===== src/rtl/cpu_pkg.sv =====
// Shared CPU types and constants: PC width, reset PC, IFU state encoding and
// instruction field positions.
package cpu_pkg;

  localparam int unsigned PC_W   = 30;
  localparam int unsigned XLEN   = 32;
  localparam int unsigned IMM_W  = 16;
  localparam int unsigned JIDX_W = 26;
  localparam int unsigned CNT_W  = 8;

  // Word address of 0x0000_3000
  localparam logic [PC_W-1:0] DEF_RESET_PC = 30'h0000_0C00;

  // Instruction field slices
  localparam int unsigned IMM16_MSB  = 15;
  localparam int unsigned IMM16_LSB  = 0;
  localparam int unsigned JIDX26_MSB = 25;
  localparam int unsigned JIDX26_LSB = 0;

  typedef enum logic [1:0] {
    IDLE  = 2'd0,
    FETCH = 2'd1,
    HOLD  = 2'd2,
    ERR   = 2'd3
  } ifu_state_t;

endpackage


===== src/rtl/ifu_if.sv =====
// Fetch-side bus: instruction memory req/ack and the decode valid/ready handshake.
interface ifu_if
  import cpu_pkg::*;
();

  logic              imem_req;
  logic [PC_W-1:0]   imem_addr;
  logic              imem_ack;
  logic [XLEN-1:0]   imem_rdata;
  logic [XLEN-1:0]   instr;
  logic              instr_valid;
  logic              instr_ready;

  modport master (
    output imem_req,
    output imem_addr,
    input  imem_ack,
    input  imem_rdata,
    output instr,
    output instr_valid,
    input  instr_ready
  );

  modport slave (
    input  imem_req,
    input  imem_addr,
    output imem_ack,
    output imem_rdata,
    input  instr,
    input  instr_valid,
    output instr_ready
  );

endinterface


===== src/rtl/ifu_target.sv =====
// Branch and jump target computation from the current PC and instruction.
module ifu_target
  import cpu_pkg::*;
(
  input  logic [PC_W-1:0]   pc,
  input  logic [JIDX_W-1:0] instr_lo,
  output logic [PC_W-1:0]   br_target,
  output logic [JIDX_W-1:0] j_target
);

  logic [IMM_W-1:0] imm;

  assign imm = instr_lo[IMM16_MSB:IMM16_LSB];

  // Sign-extended word offset; wraps modulo 2^30
  assign br_target = pc + PC_W'(1) + {{(PC_W - IMM_W){imm[IMM_W-1]}}, imm};
  assign j_target  = instr_lo[JIDX26_MSB:JIDX26_LSB];

endmodule


===== src/rtl/ifu.sv =====
// Instruction fetch unit: PC register, fetch FSM with memory timeout, and the
// decode-side valid/ready handshake.
module ifu
  import cpu_pkg::*;
#(
  parameter logic [PC_W-1:0] RESET_PC = DEF_RESET_PC,
  parameter int unsigned     MAX_WAIT = 15
) (
  input  logic              clk,
  input  logic              rst,
  input  logic [PC_W-1:0]   npc,
  ifu_if.master             bus,
  output logic [PC_W-1:0]   pc,
  output logic [JIDX_W-1:0] j_target,
  output logic [PC_W-1:0]   br_target,
  output logic              fetch_err
);

  localparam logic [CNT_W-1:0] LAST_WAIT = CNT_W'(MAX_WAIT - 1);

  ifu_state_t       state, state_nxt;
  logic [PC_W-1:0]  pc_q, pc_nxt;
  logic [XLEN-1:0]  instr_q, instr_nxt;
  logic [CNT_W-1:0] wait_cnt, wait_nxt;
  logic             req, valid, err;

  always_ff @(posedge clk) begin
    if (rst) begin
      state    <= IDLE;
      pc_q     <= RESET_PC;
      instr_q  <= '0;
      wait_cnt <= '0;
    end else begin
      state    <= state_nxt;
      pc_q     <= pc_nxt;
      instr_q  <= instr_nxt;
      wait_cnt <= wait_nxt;
    end
  end

  // Next state; handshake outputs depend on state only
  always_comb begin
    state_nxt = state;
    pc_nxt    = pc_q;
    instr_nxt = instr_q;
    wait_nxt  = wait_cnt;
    req       = 1'b0;
    valid     = 1'b0;
    err       = 1'b0;
    unique case (state)
      IDLE: state_nxt = FETCH;
      FETCH: begin
        req = 1'b1;
        if (bus.imem_ack) begin
          instr_nxt = bus.imem_rdata;
          wait_nxt  = '0;
          state_nxt = HOLD;
        end else if (wait_cnt == LAST_WAIT) begin
          state_nxt = ERR;
        end else begin
          wait_nxt = wait_cnt + CNT_W'(1);
        end
      end
      HOLD: begin
        valid = 1'b1;
        if (bus.instr_ready) begin
          pc_nxt    = npc;
          state_nxt = FETCH;
        end
      end
      ERR: err = 1'b1;
      default: state_nxt = IDLE;
    endcase
  end

  assign bus.imem_req    = req;
  assign bus.imem_addr   = pc_q;
  assign bus.instr       = instr_q;
  assign bus.instr_valid = valid;
  assign fetch_err       = err;
  assign pc              = pc_q;

  ifu_target u_target (
    .pc        (pc_q),
    .instr_lo  (instr_q[JIDX_W-1:0]),
    .br_target (br_target),
    .j_target  (j_target)
  );

endmodule

===== src/flat_wrapper.sv =====
// flat-port wrapper written by rule: the top's interface ports become plain ports
module ifu_flat import cpu_pkg::*;
#(
  parameter logic [PC_W-1:0] RESET_PC = DEF_RESET_PC,
  parameter int unsigned     MAX_WAIT = 15
)
  (clk, rst, npc, pc, j_target, br_target, fetch_err, bus_imem_req, bus_imem_addr, bus_imem_ack, bus_imem_rdata, bus_instr, bus_instr_valid, bus_instr_ready);
  ifu_if bus_i ();
  input  logic clk;
  input  logic rst;
  input  logic [PC_W-1:0] npc;
  output logic [PC_W-1:0] pc;
  output logic [JIDX_W-1:0] j_target;
  output logic [PC_W-1:0] br_target;
  output logic fetch_err;
  output wire logic [$bits(bus_i.imem_req)-1:0] bus_imem_req;
  output wire logic [$bits(bus_i.imem_addr)-1:0] bus_imem_addr;
  input wire logic [$bits(bus_i.imem_ack)-1:0] bus_imem_ack;
  input wire logic [$bits(bus_i.imem_rdata)-1:0] bus_imem_rdata;
  output wire logic [$bits(bus_i.instr)-1:0] bus_instr;
  output wire logic [$bits(bus_i.instr_valid)-1:0] bus_instr_valid;
  input wire logic [$bits(bus_i.instr_ready)-1:0] bus_instr_ready;
  assign bus_imem_req = bus_i.imem_req;
  assign bus_imem_addr = bus_i.imem_addr;
  assign bus_i.imem_ack = bus_imem_ack;
  assign bus_i.imem_rdata = bus_imem_rdata;
  assign bus_instr = bus_i.instr;
  assign bus_instr_valid = bus_i.instr_valid;
  assign bus_i.instr_ready = bus_instr_ready;
  ifu #(.RESET_PC(RESET_PC), .MAX_WAIT(MAX_WAIT)) u_core (.clk(clk), .rst(rst), .npc(npc), .bus(bus_i), .pc(pc), .j_target(j_target), .br_target(br_target), .fetch_err(fetch_err));
endmodule

===== config.mk =====
export PLATFORM = sky130hd
export DESIGN_NAME = ifu_flat
export DESIGN_NICKNAME = d
export VERILOG_FILES = /design/src/rtl/cpu_pkg.sv /design/src/rtl/ifu_if.sv /design/src/rtl/ifu_target.sv /design/src/rtl/ifu.sv /design/src/flat_wrapper.sv
export SDC_FILE = /design/constraint.sdc
export NUM_CORES = 1
export LEC_CHECK = 0
export CORE_MARGIN = 2
export CORE_UTILIZATION = 30
export DETAILED_ROUTE_END_ITERATION = 10
export GPL_ROUTABILITY_DRIVEN = 0
export GPL_TIMING_DRIVEN = 0
export MAX_ROUTING_LAYER = met4
export SLEW_MARGIN = 20
export SYNTH_ARGS = -nofsm -noshare
export SYNTH_HDL_FRONTEND = slang
export SYNTH_SLANG_ARGS = --single-unit

===== constraint.sdc =====
create_clock -name clk -period 2.25 [get_ports clk]
set_input_delay 0.225 -clock clk [delete_from_list [all_inputs] [get_ports clk]]
set_output_delay 0.225 -clock clk [all_outputs]
set_load 0.005 [all_outputs]

==> results.py <==
metrics = {
    "outcome": {
        "status": "complete, but fails checks",
        "violations": "setup timing",
    },
    "route": {
        "postRouteAntennaNets": 0,
        "wire_per_inst_um": 16.0,
        "wl_met2_mm": 8.62,
        "top_layer": "met4",
        "m1WireLength_mm": 6.98,
        "drt_iter0_drc": 284,
        "finalWirelength_mm": 16.7,
        "viasPerCell": 4.78,
        "first_pass_iters": 4,
        "drc": 0,
        "met3_wirelength_um": 943,
        "via_count": 4991,
    },
    "sta": {
        "fin_crit_sh_pct": 131,
        "maxSlewViolCount": 0,
        "clock_skew_ps": 3.08,
        "rsz0062_at_grt": "yes",
        "slew_headroom_pct": 56.1,
        "worstMarginPinSlew_ps": 658,
        "max_clock_freq_ghz": 0.339,
        "fin_ws_ps": -703,
        "finalSetupViolations": 24,
        "fin_crit_ps": 2950,
        "hold_viol_final": 0,
    },
    "finish": {
        "regArea_um2": 1480,
        "area_growth_pct": 71.8,
        "fillers": 1417,
        "fin_cells": 1044,
        "final_net_count": 949,
        "multi_input_area_um2": 2910,
        "fin_area_um2": 7820,
        "antenna-diode-count": 0,
        "drive_above_1_share_pct": 25.2,
    },
    "floorplanning": {
        "io_pins": 217,
        "core-area_um2": 15000,
        "start_util_pct": 30.3,
        "die_h_um": 127,
        "placement_rows": 45,
        "dieArea_um2": 16200,
        "die_width_um": 127,
    },
    "power_and_ir_drop": {
        "ir_drop_v": 0.000351,
        "powerDensity_nw_per_um2": 475,
        "p_comb_share_pct": 22.9,
        "p_seq_share_pct": 37.3,
        "power.total_mw": 3.71,
        "leakagePower_nw": 3.24,
        "switching_share_pct": 27.3,
        "clockPowerShare_pct": 39.8,
        "intPower_mw": 2.70,
        "netSwitchingPower_mw": 1.01,
    },
    "logic_synthesis": {
        "synth_cell_types": 52,
        "ys_seq_elements": 72,
        "synth_edf_count": 0,
        "avgSynthCellArea_um2": 7.66,
        "ys_seq_area_share_pct": 31.7,
        "synthesis.nets": 692,
        "dominantRegCellSynth": "dfxtp_1",
        "async_reset_ff_share_pct": 0,
        "netlist_area_um2": 4550,
        "synth_warnings": 0,
        "netlist_instances": 594,
    },
    "setup_path": {
        "cp-start-kind": "register",
        "crit_type": "register to primary output",
        "cpLargestDelayFamily": "compound AO/OA/AOI/OAI gates",
        "path_buf_inv": 2,
        "path_max_fanout": 4,
        "worstPathCellList": "inv_2 -> ha_4 -> fa_2 -> nand2b_4 -> a21oi_4 -> o2111ai_4 -> a21o_1 -> o21ai_2 -> and3_4 -> nor2_4 -> xnor2_1 -> buf_2",
        "critical_path.slowest_cell": "fa_2",
        "cp-end-kind": "primary output",
        "critPathArrivalTime_ps": 2730,
        "regToRegSetupSlack_ps": 280,
        "slowest_delay_ps": 340,
        "required_ps": 2030,
    },
    "clocking": {
        "cts_buffers": 9,
        "clock_latency_ps": 350,
        "cts_max_level": 3,
        "cts.sinks": 72,
        "cts_tree": "done",
        "hold_buffers": 0,
        "clk_path_buf_depth": 2,
        "cts_root_buffer": "clkbuf_16",
        "clk_pin_slew_worst_paths_ps": 60,
    },
    "min_path": {
        "hold_path.class": "input pin to register",
    },
    "placement": {
        "placed_cells": 997,
        "port_buffers": 215,
        "postPlaceCellArea_um2": 6980,
        "place_hpwl_mm": 12.1,
        "post-place-ws_ps": -957,
    },
    "grt": {
        "grt_usage_pct": 20.7,
        "grt_pass1_wl_mm": 25.3,
        "grt_pass1_vias": 4809,
        "grt_start_max_net_pins": 14,
        "grt_antenna_before_repair": 0,
        "grt_overflow": 0,
    },
    "run": {
        "drv_cap": 0,
    },
}
==> power groups by stage <==
stage	combinational [mW]	clock, mW	sequential, mW
after floorplan	0.345	0	1.40
after global placement	0.810	0	1.41
after detailed placement	0.818	0	1.42
after CTS	0.832	1.50	1.38
after global routing	0.924	1.55	1.39
final	0.850	1.48	1.38
==> Yosys cell counts, types with 4 or more instances <==
cell / instances / area (um2)
a21oi_1: 92 / 460
nand4_1: 4 / 25.0
o21ai_2: 4 / 35.0
nor3b_1: 4 / 30.0
nand2_1: 146 / 548
nor2_1: 20 / 75.1
inv_1: 12 / 45.0
dfxtp_1: 72 / 1440
xor2_1: 7 / 61.3
o21bai_1: 5 / 37.5
buf_4: 56 / 420
nand2b_1: 6 / 37.5
and3_1: 8 / 50.1
clkbuf_1: 24 / 90.1
nor2b_1: 5 / 31.3
ha_1: 31 / 388
xnor2_1: 22 / 193
o21ai_0: 11 / 55.1
nand3_1: 5 / 25.0
a21oi_2: 4 / 35.0
and2_1: 6 / 37.5
a21o_1: 12 / 90.1
==> metal layers <==
metal	vias to the layer above	GRT usage, %
li1	2467	-
met1	2353	24.4
met2	155	35.9
met3	16	5.15
met4	0	4.65
met5	-	-
==> worst paths after layout <==
| check | startpoint | to | cells past startpoint |
|---|---|---|---|
| max | u_core.bus.instr[0] | br_target[24] | 12 |
| min | rst | u_core.wait_cnt[7] | 2 |
| max reg2reg | u_core.wait_cnt[5] | u_core.wait_cnt[2] | 8 |
| min reg2reg | u_core.bus.instr[31] | u_core.bus.instr[31] | 2 |
==> registers in the layout (all words and copies together), names as in the netlist <==
| signal | count |
|---|---|
| u_core.wait_cnt | 8 |
| u_core.bus.imem_addr | 30 |
| u_core.state | 2 |
| u_core.bus.instr | 32 |
==> layout make-up <==
type	count	area share [%]
multi-input combinational	426	37.2
timing repair buffer	249	29.8
sequential	72	18.9
buffer	81	6.71
clock buffer	11	3.11
tap	188	3.01
clock inverter	5	0.736
inverter	12	0.576
==> through the flow <==
step | util, % | setup TNS [ps] | hold WS (ps)
after floorplan | - | -412 | 349
after global placement | 46.4 | -12060 | 443
after detailed placement | 46.4 | -12500 | 449
after CTS | 50.8 | -10170 | 404
after global routing | 52.0 | -13950 | 423
final | 52.0 | -11310 | 385
==> repair_timing <==
action                                  in CTS  in global routing
endpoints found under the hold margin        0                  0
buffers inserted                            26                  8
pin swaps                                   35                 24
endpoints found under the setup margin      27                 26
gates resized for setup                    154                 38
==> logic make-up after synthesis <==
logic type | Yosys count | synth area share, %
AND/OR/NAND/NOR | 212 | 20.2
AO/OA/AOI/OAI | 153 | 20.8
buffers and inverters | 96 | 12.8
flip-flops | 72 | 31.7
adder cells (fa/ha/maj) | 32 | 8.97
XOR/XNOR | 29 | 5.58
==> cell usage in the layout (no fill, tap or decap), types with 5 or more instances in the layout <==
cell and count:
clkdlybuf4s50_1 187, nand2_1 144, a21oi_1 83, buf_4 79
dfxtp_1 57, buf_2 27, clkbuf_1 22, ha_1 18
xnor2_1 17, nor2_1 16, a21o_1 12, buf_6 11
inv_1 10, a21oi_2 9, o21ai_0 9, ha_4 9
clkbuf_16 9, dfxtp_2 9, and3_1 7, dfxtp_4 6
nand2b_1 5, nand3_1 5, o21ai_2 5, xnor2_2 5
No activity file was read; power rests on OpenSTA's default activity.
